File: src/rtl/pixel_pack_writer.sv
// Packs 8-bit result pixels little-endian into 32-bit words and writes them
// to memory through a single-entry request register with valid/ack handshake.
module pixel_pack_writer #(
  parameter int unsigned ADDR_W = 32
) (
  input  logic              clk,
  input  logic              reset,
  input  logic              frame_start,
  input  logic [ADDR_W-1:0] base_addr,
  input  logic              pix_valid,
  input  logic [7:0]        pix_in,
  input  logic              pix_last,
  output logic              pix_ready,
  output logic              mem_req,
  output logic [ADDR_W-1:0] mem_addr,
  output logic [31:0]       mem_data,
  output logic [3:0]        mem_be,
  input  logic              mem_ack,
  output logic              busy,
  output logic              done
);

  localparam int unsigned WORD_W = 32;
  localparam int unsigned BE_W   = 4;
  localparam int unsigned CNT_W  = 2;

  typedef enum logic [1:0] {
    S_IDLE  = 2'd0,
    S_RUN   = 2'd1,
    S_DRAIN = 2'd2
  } state_e;

  state_e              state_q, state_d;
  logic [CNT_W-1:0]    byte_cnt_q, byte_cnt_d;
  logic [WORD_W-1:0]   pack_q, pack_d;
  logic                pend_q, pend_d;
  logic [WORD_W-1:0]   pend_data_q, pend_data_d;
  logic [BE_W-1:0]     pend_be_q, pend_be_d;
  logic                out_full_q, out_full_d;
  logic [WORD_W-1:0]   out_data_q, out_data_d;
  logic [BE_W-1:0]     out_be_q, out_be_d;
  logic [ADDR_W-1:0]   addr_q, addr_d;
  logic                pix_ready_q, pix_ready_d;
  logic                busy_q, busy_d;
  logic                done_q, done_d;

  logic                accept_c;
  logic                ack_c;
  logic [WORD_W-1:0]   cur_word_c;
  logic [BE_W-1:0]     cur_be_c;

  // Word under construction with the current pixel merged at its byte lane.
  always_comb begin
    cur_word_c = pack_q | (WORD_W'(pix_in) << {byte_cnt_q, 3'b000});
    case (byte_cnt_q)
      2'd0:    cur_be_c = 4'b0001;
      2'd1:    cur_be_c = 4'b0011;
      2'd2:    cur_be_c = 4'b0111;
      default: cur_be_c = 4'b1111;
    endcase
  end

  assign accept_c = pix_valid && pix_ready_q;
  assign ack_c    = mem_ack && out_full_q;

  // Next-state and datapath: packing, output register handoff, address count.
  always_comb begin
    state_d     = state_q;
    byte_cnt_d  = byte_cnt_q;
    pack_d      = pack_q;
    pend_d      = pend_q;
    pend_data_d = pend_data_q;
    pend_be_d   = pend_be_q;
    out_full_d  = out_full_q;
    out_data_d  = out_data_q;
    out_be_d    = out_be_q;
    addr_d      = addr_q;
    done_d      = 1'b0;

    if (ack_c) begin
      out_full_d = 1'b0;
      addr_d     = addr_q + ADDR_W'(4);
    end

    case (state_q)
      S_IDLE: begin
        if (frame_start) begin
          addr_d     = base_addr;
          byte_cnt_d = '0;
          pack_d     = '0;
          pend_d     = 1'b0;
          state_d    = S_RUN;
        end
      end
      S_RUN: begin
        if (accept_c) begin
          if (byte_cnt_q == 2'd3 || pix_last) begin
            pack_d     = '0;
            byte_cnt_d = '0;
            if (!out_full_q || ack_c) begin
              out_full_d = 1'b1;
              out_data_d = cur_word_c;
              out_be_d   = cur_be_c;
            end else begin
              // Only a short last word can land here; a full word is stalled.
              pend_d      = 1'b1;
              pend_data_d = cur_word_c;
              pend_be_d   = cur_be_c;
            end
          end else begin
            pack_d     = cur_word_c;
            byte_cnt_d = CNT_W'(byte_cnt_q + 2'd1);
          end
          if (pix_last) begin
            state_d = S_DRAIN;
          end
        end
      end
      S_DRAIN: begin
        if (ack_c) begin
          if (pend_q) begin
            out_full_d = 1'b1;
            out_data_d = pend_data_q;
            out_be_d   = pend_be_q;
            pend_d     = 1'b0;
          end else begin
            done_d  = 1'b1;
            state_d = S_IDLE;
          end
        end
      end
      default: state_d = S_IDLE;
    endcase

    pix_ready_d = (state_d == S_RUN) && !(out_full_d && byte_cnt_d == 2'd3);
    busy_d      = (state_d != S_IDLE);
  end

  // State and datapath registers with synchronous reset.
  always_ff @(posedge clk) begin
    if (reset) begin
      state_q     <= S_IDLE;
      byte_cnt_q  <= '0;
      pack_q      <= '0;
      pend_q      <= 1'b0;
      pend_data_q <= '0;
      pend_be_q   <= '0;
      out_full_q  <= 1'b0;
      out_data_q  <= '0;
      out_be_q    <= '0;
      addr_q      <= '0;
      pix_ready_q <= 1'b0;
      busy_q      <= 1'b0;
      done_q      <= 1'b0;
    end else begin
      state_q     <= state_d;
      byte_cnt_q  <= byte_cnt_d;
      pack_q      <= pack_d;
      pend_q      <= pend_d;
      pend_data_q <= pend_data_d;
      pend_be_q   <= pend_be_d;
      out_full_q  <= out_full_d;
      out_data_q  <= out_data_d;
      out_be_q    <= out_be_d;
      addr_q      <= addr_d;
      pix_ready_q <= pix_ready_d;
      busy_q      <= busy_d;
      done_q      <= done_d;
    end
  end

  assign pix_ready = pix_ready_q;
  assign mem_req   = out_full_q;
  assign mem_addr  = addr_q;
  assign mem_data  = out_data_q;
  assign mem_be    = out_be_q;
  assign busy      = busy_q;
  assign done      = done_q;

endmodule
File: config.mk
export PLATFORM = sky130hd
export DESIGN_NAME = pixel_pack_writer
export DESIGN_NICKNAME = d
export VERILOG_FILES = /design/src/rtl/pixel_pack_writer.sv
export SDC_FILE = /design/constraint.sdc
export NUM_CORES = 1
export LEC_CHECK = 0
export CAP_MARGIN = 20
export CORE_MARGIN = 2
export CORE_UTILIZATION = 46
export DETAILED_ROUTE_END_ITERATION = 8
export PLACE_DENSITY_LB_ADDON = 0.2
export SYNTH_ARGS = -nofsm -noshare
export SYNTH_HDL_FRONTEND = slang
export SYNTH_SLANG_ARGS = --single-unit
File: constraint.sdc
create_clock -name clk -period 3.35 [get_ports clk]
set_input_delay 1.005 -clock clk [delete_from_list [all_inputs] [get_ports clk]]
set_output_delay 1.005 -clock clk [all_outputs]
set_load 0.1 [all_outputs]
Yosys cells after proc, flatten, opt, wreduce, memory -nomap -nowiden
Cells that the tools add are included.

cells by class
  $mul = 0
  order comparisons = 0
  divide/modulo/power cells = 0
  mux-type cells = 44
  reduce and logical (&&, ||, !) cells = 19
  shift-type cells = 1
  $add $sub $neg = 2
  eq/ne operators = 14
  bitwise gates (word level) = 4

operator list
  kind                   number
  $mux 32                11
  $pmux 32 s2            2
  $add 32x3->32 const B  1
  $or 32x32->32          1
  $shl 8x5->32           1
  $mux 4                 5
  $mux 2                 8
  $ne 2x2->1 const B     7
  $mux 1                 12
  $pmux 4 s3             1
  $reduce_and 6->1       2
  $eq 2x2->1 const B     4
  $pmux 4 s2             1
  $eq 2x1->1 const B     3
  $pmux 2 s3             1
  $reduce_bool 2->1      3
  $logic_and 1x1->1      4
  $logic_not 2->1        2
  $pmux 2 s2             1
  $reduce_and 4->1       1
  $not 1->1              3
  $pmux 1 s3             1
  $reduce_and 3->1       1
  $reduce_bool 3->1      1
  other kinds (5)        7

word-level totals
  bits in read-only memories = 0
  bits in registers = 145
  input bits = 46
  memory bits (writable) = 0
  latch bits = 0
  memories = 0

Longest topological paths before layout
Gate-level depths: netlist of the first run.

  depth in word-level cells = 9
  mapped depth = 8
  gate-level depth less buffers = 7

Worst setup path before layout of the first run
OpenSTA, ideal clock, no wires.

  path kind = flip-flop to flip-flop
  start point = register addr_q[2], in the netlist mem_addr[2]
  end point = register addr_q[26], in the netlist mem_addr[26]
  period minus slack after synthesis = 2.591 ns
  path slack = 0.759 ns
  arrival time = 2.500 ns
  stages on the path, launching flop included = 7
  library setup time = 0.091 ns
  data required time = 3.259 ns
  cells stage by stage = dfxtp_1 ha_1 and4_1 buf_2 nand3_1 or4_1 a311oi_1

on the way
  longest elaborated chain between the ends = 4

RTL lines
  what                      line  source
  start: declaration        42    logic [ADDR_W-1:0] addr_q, addr_d;
  start signal: assignment  165   addr_q <= addr_d;
  $add 32x3->32 *           82    addr_d = addr_q + ADDR_W'(4);
  $mux 32 *                 80    if (ack_c) begin
  $mux 32                   87    if (frame_start) begin
  $mux 32 *                 85    case (state_q)

Every way passes the cells marked *; elsewhere a longest branch is shown, timed or not.
A chain may end at the register's enable or synchronous reset.

Worst setup path after layout of the first run
  start point = input port mem_ack
  end point = register addr_q[28], in the netlist mem_addr[28]

on the way
  longest elaborated chain between the ends = 4

RTL lines
  what                 line  source
  start: declaration   18    input logic mem_ack,
  $logic_and 1x1->1 *  64    assign ack_c = mem_ack && out_full_q;
  $mux 32 *            80
  $mux 32              87
  $mux 32 *            85

Marks and branches as above.

==> reports/results.ini, run 1 <==
[cts]
holdBufCountCts = 0
clk_latency_ns = 0.42
cts_sinks = 145
numCtsBuffers = 17
postCtsResizedCells = 0
cts_tree = built
post_cts_buffers = 0
cts.path.max_buffers = 2
cts_max_level = 4
root_buffer = clkbuf_16
clk_pin_slew_ns = 0.06

[worst_setup_path]
critPathKind = in2reg
path_delay_family = simple AND/OR/NAND/NOR gates
crit_path_start_kind = primary input
cp_max_fo = 10
slowest_delay_ns = 0.57
critPathRequiredTime_ns = 3.67
worstPathCellList = clkdlybuf4s50_1, and4_1, nand3_1, or4_1, a311oi_1
critPathCaptureType = flip-flop
crit_arrival_ns = 2.97
slowest_stage = or4_1
critPathBufInv = 1

[synthesis]
synth_nets = 844
synth_cells = 790
syn_avg_cell_area_sq_um = 8.53
synth_top_cell_area_share_pct = 43.1
synthDistinctLibCells = 51
syn_area_sq_mm = 0.00674
yosysTopAreaCell = dfxtp_1
ys.flop_type = dfxtp_1
yosys.area_share.simple_pct = 19.1
synth-edff-count = 0
ys_ff_latch = 145
synthMuxAreaShare_pct = 4.18
synthArstFlopShare_pct = 0
ys_warn_count = 0
synth_top_family_by_area = compound AO/OA/AOI/OAI gates
synth_compound_area_share_pct = 25.5
synthAdderAreaFrac_pct = 1.49
yosys.area_share.xor_xnor_pct = 1.56
ys_seq_area_share_pct = 43.1
synthTopCellsByArea = dfxtp_1 (43%), nor2_1 (5.9%), mux2i_1 (4.0%)

[placement]
globalplace.congestion = 0.826
io_buffers = 117
place_hpwl_mm = 12.2

[detailed_routing]
drtPass1Iterations = 6
drc = 0
wl_mm = 18.4
wl_per_cell_microns = 17.2
drtAntennaViolNets = 0
first_iter_violations = 686
via_per_inst = 6.01
via_count = 6426

[power]
power_leakage_nw = 3.15
ir_drop_mv = 0.343
power_density_mw_per_mm2 = 532
p_total_w = 0.00445

[final_layout]
layout-drive-gt1-share_pct = 14.8
fillCellCount = 1284
multi_input_area_sq_mm = 0.00350
n_antenna_cell = 0
area_growth_pct = 24.3
register_area_sq_mm = 0.00290
fin_nets = 929

[timing]
tightest_slew_ns = 0.713
fmax_mhz = 378
clock_skew_ns = 0.00846
fin_crit_sh_pct = 79.1
slew_viol_final = 0
rsz0062_at_grt = false
hold_viol = 0
relSlewSlack_pct = 52.4
setup_viol_count_final = 0
fin_setup_tns_ns = 0
final.min_clock_period_ns = 2.65

[grt]
antenna_found_initial = 0
grt_pass1_vias = 5991
track_usage_pct = 22.8
gr-total-overflow = 0
grt_pass1_wl_mm = 29.6
grt_max_degree = 67

[floorplan]
rows = 44
die_h_microns = 125
die_area_sq_mm = 0.0156
start_util_pct = 46.7
coreArea_sq_mm = 0.0144
ios = 118
die-width_microns = 125

[worst_hold_path]
hold_class = reg2reg

[status]
status = finished clean

[run]
drv_cap = 0

-- stage by stage --
stage	setup slack [ns]	instances	utilization, %	cell area (sq um)	hold slack (ns)
2_1_floorplan	0.759	790	-	6740	0.440
3_3_place_gp	0.406	1040	54.2	7820	0.444
3_5_place_dp	0.386	1040	54.2	7820	0.451
4_1_cts	0.730	1069	58.0	8370	0.459
5_1_grt	0.613	1069	58.0	8370	0.481
6_report	0.701	1069	58.0	8370	0.457
-- sequential cells by signal, summed over array words and instances, names as in the netlist --
| register | cells |
|---|---|
| busy | 1 |
| pend_data_q | 32 |
| done | 1 |
| pend_be_q | 4 |
| byte_cnt_q | 2 |
| mem_req | 1 |
| mem_be | 4 |
| mem_data | 32 |
| pack_q | 32 |
| pix_ready | 1 |
| pend_q | 1 |
| state_q | 2 |
| mem_addr | 32 |
-- cells in the final DEF (no fill, tap or decap), types with 6 or more instances in the layout --
| master | Yosys | final |
|---|---|---|
| a211oi_1 | 29 | 29 |
| mux2i_1 | 27 | 27 |
| o31ai_1 | 10 | 10 |
| and2_1 | 6 | 6 |
| nand2b_1 | 24 | 24 |
| xor2_1 | 7 | 7 |
| clkbuf_16 | 0 | 17 |
| nand4_1 | 11 | 11 |
| clkdlybuf4s50_1 | 0 | 44 |
| dfxtp_1 | 145 | 145 |
| inv_1 | 19 | 19 |
| o21ai_0 | 50 | 50 |
| nor2b_1 | 6 | 6 |
| a21oi_1 | 43 | 43 |
| a22oi_1 | 32 | 32 |
| a21o_1 | 24 | 24 |
| o2111ai_1 | 24 | 24 |
| buf_4 | 1 | 90 |
| nor3_1 | 6 | 6 |
| nand3_1 | 26 | 26 |
| a311oi_1 | 16 | 16 |
| or4_1 | 11 | 11 |
| a31oi_1 | 10 | 10 |
| ha_1 | 8 | 7 |
| nand2_1 | 30 | 29 |
| nor2_1 | 106 | 106 |
-- path summary, 6_finish.rpt --
kind,startpoint,endpoint,slack [ns],depth (start not counted)
hold reg to reg,mem_addr[0],mem_addr[0],0.46,2
setup reg to reg,byte_cnt_q[1],mem_data[9],1.02,6
hold / removal,mem_addr[0],mem_addr[0],0.46,2
setup / recovery,mem_ack,mem_addr[28],0.70,5
-- power breakdown --
part	switching, W	internal (W)	leakage, nW
combinational	0.000620	0.000207	1.71
sequential	0.0000654	0.00178	1.18
clock	0.000698	0.00108	0.265
total	0.00138	0.00307	3.15
-- layout make-up --
class                      instances  share of cell area, %
inverter                          19                  0.852
sequential                       145                   34.7
timing repair buffer             134                   13.3
multi-input combinational        558                   41.8
clock inverter                    10                   1.39
tap                              184                   2.75
clock buffer                      19                   5.17
-- worst register-to-register path, stage by stage (launching register included) --
cell and delay (ns):
dfxtp_1 0.64, ha_1 0.39, o211ai_1 0.18, o21a_1 0.40, buf_4 0.26, o21ai_0 0.20
a21oi_1 0.10
-- cell usage after synthesis, types with 7 or more instances --
cell       count
o2111ai_1     24
buf_2          7
nand2_1       30
xor2_1         7
a211oi_1      29
a311oi_1      16
a21oi_1       43
a31oi_1       10
a21o_1        24
nor2_1       106
ha_1           8
o21ai_0       50
nand2b_1      24
inv_1         19
o31ai_1       10
mux2i_1       27
dfxtp_1      145
nand4_1       11
a22oi_1       32
or4_1         11
buf_1          7
clkbuf_1      52
nand3_1       26
-- cell families (layout without fill, tap and decap cells) --
family                   count (synthesis)  in the layout
adder cells (fa/ha/maj)                  8              8
AO/OA/AOI/OAI                          254            254
AND/OR/NAND/NOR                        256            256
multiplexers                            28             28
XOR/XNOR                                12             12
flip-flops                             145            145
buffers and inverters                   87            182
-- layer usage --
metal  GRT usage (%)  up-vias  wire (microns)  part of all wire (%)
met3            4.96       26             962                   5.2
met4            6.54        0             272                   1.5
li1                -     3071               -                     -
met1            29.8     3111            8300                    45
met2            38.1      218            8850                    48
met5               0        -               0                     0
Note: power is estimated with default switching activity, not from simulation.
==> run 2: changes to the inputs <==
==> constraint.sdc (replaced) <==
create_clock -name clk -period 2.29 [get_ports clk]
set_input_delay 0.687 -clock clk [delete_from_list [all_inputs] [get_ports clk]]
set_output_delay 0.687 -clock clk [all_outputs]
set_load 0.1 [all_outputs]
==> reports/results.ini, run 2 (synthesis results as in run 1) <==
[detailed_routing]
first_iter_violations = 465
drtAntennaViolNets = 0
drtPass1Iterations = 8
via_count = 6381
wl_per_cell_microns = 16.4
drc = 0
wl_mm = 18.1
via_per_inst = 5.80

[power]
ir_drop_mv = 0.578
power_density_mw_per_mm2 = 765
p_total_w = 0.00673
swShare_pct = 31.0
power_leakage_nw = 3.36
seqPwrFrac_pct = 40.2
power_frac_clock_pct = 40.9
p_sw_w = 0.00209
p_int_w = 0.00464
pwr-share-comb_pct = 18.9

[worst_setup_path]
crit_path_start_kind = primary input
reg2regPathDepth = 5
critPathRequiredTime_ns = 2.61
critPathBufInv = 1
path_delay_family = simple AND/OR/NAND/NOR gates
crit_arrival_ns = 2.53
slowest_delay_ns = 0.57
cp.depth = 5
critPathCaptureType = flip-flop
cp_max_fo = 9
critPathKind = in2reg
slowest_stage = or4_1
worstPathCellList = clkdlybuf4s50_1, and4_1, nand3_1, or4_1, a311oi_1

[floorplan]
die_area_sq_mm = 0.0156
coreArea_sq_mm = 0.0144
die-width_microns = 125
start_util_pct = 46.7
die_h_microns = 125
rows = 44
ios = 118

[grt]
grt_max_degree = 100
grt_pass1_vias = 5983
gr-total-overflow = 0
use_met3_pct = 4.75
grt_pass1_wl_mm = 29.6
use_met2_pct = 38.0
grt-busiest-layer = met2
gr-usage-met1_pct = 29.9
track_usage_pct = 22.8
antenna_found_initial = 0

[final_layout]
final_cell_area_sq_mm = 0.00880
layout-drive-gt1-share_pct = 19.8
final_core_utilization_pct = 61.0
fin_nets = 958
final_common_cell = dfxtp_1
layout_common_cells = dfxtp_1 (126), buf_4 (107), nor2_1 (106)
n_antenna_cell = 0
area_growth_pct = 30.6

[cts]
cts_sinks = 145
holdBufCountCts = 0
clk_latency_ns = 0.42
root_buffer = clkbuf_16
postCtsResizedCells = 0
numCtsBuffers = 17
post_cts_buffers = 0
cts.path.max_buffers = 2
clk_pin_slew_ns = 0.06
cts_max_level = 4
cts_tree = built

[timing]
fmax_mhz = 452
relSlewSlack_pct = 57.3
tightest_slew_ns = 0.639
setup_viol_count_final = 0
rsz0062_at_grt = false
final.min_clock_period_ns = 2.21
clock_skew_ns = 0.00613
fin_crit_sh_pct = 96.6
hold_viol = 0
slew_viol_final = 0

[placement]
placed_area_sq_mm = 0.00821
globalplace.congestion = 0.831
io_buffers = 117
place_hpwl_mm = 12.4

[worst_hold_path]
hold_class = reg2reg
whs_path_depth = 2

[run]
drv_cap = 0

[status]
status = finished clean

==> run 2: cell count changes in the layout (fill, tap and decap cells not counted), moves of 2 or more <==
cell / delta
dfxtp_2: +19
clkinv_4: -3
inv_6: +4
dfxtp_1: -19
buf_4: +17
clkbuf_8: +2
buf_12: +12
==> run 2: area by class of cell <==
class	count	area, sq um
Fill cell	1237	5620
Multi-Input combinational cell	558	3500
Sequential cell	145	2930
Timing Repair Buffer	163	1480
Clock buffer	21	460
Tap cell	184	230
Clock inverter	11	128
Inverter	19	71.3
==> run 2: worst paths after layout <==
path / slack [ns] / start / to
worst min-delay path: 0.47 / pend_be_q[0] / mem_be[0]
worst min register to register: 0.47 / pend_be_q[0] / mem_be[0]
worst max-delay path: 0.08 / mem_ack / mem_addr[24]
worst max register to register: 0.25 / mem_addr[10] / mem_addr[31]
==> run 2: worst min-delay path: cells and delay by family (launching register included) <==
family	cells	cell delay [ns]
buffers and inverters	1	0.04
DFF	1	0.31
AOI/OAI and AO/OA	1	0.07
==> run 2: power by group through the flow <==
stage	Combinational (W)	Clock (W)	Sequential, W
2_1_floorplan	0.000354	0	0.00326
3_3_place_gp	0.00125	0	0.00275
3_5_place_dp	0.00127	0	0.00276
4_1_cts	0.00127	0.00279	0.00270
5_1_grt	0.00133	0.00293	0.00271
6_report	0.00127	0.00275	0.00271
==> run 2: metal layers <==
metal,up-vias,wire length (microns)
met3,25,949
met4,0,262
met5,-,0
met1,3038,8180
li1,3126,-
met2,192,8710
==> run 2: stage by stage <==
stage / TNS [ns] / hold slack (ns) / setup slack [ns] / std cells
5_1_grt: 0 / 0.492 / 0.0675 / 1101
3_3_place_gp: -3.62 / 0.447 / -0.163 / 1069
3_5_place_dp: -7.81 / 0.461 / -0.218 / 1069
6_report: 0 / 0.467 / 0.0778 / 1101
2_1_floorplan: 0 / 0.440 / 0.00815 / 790
4_1_cts: 0 / 0.468 / 0.138 / 1101
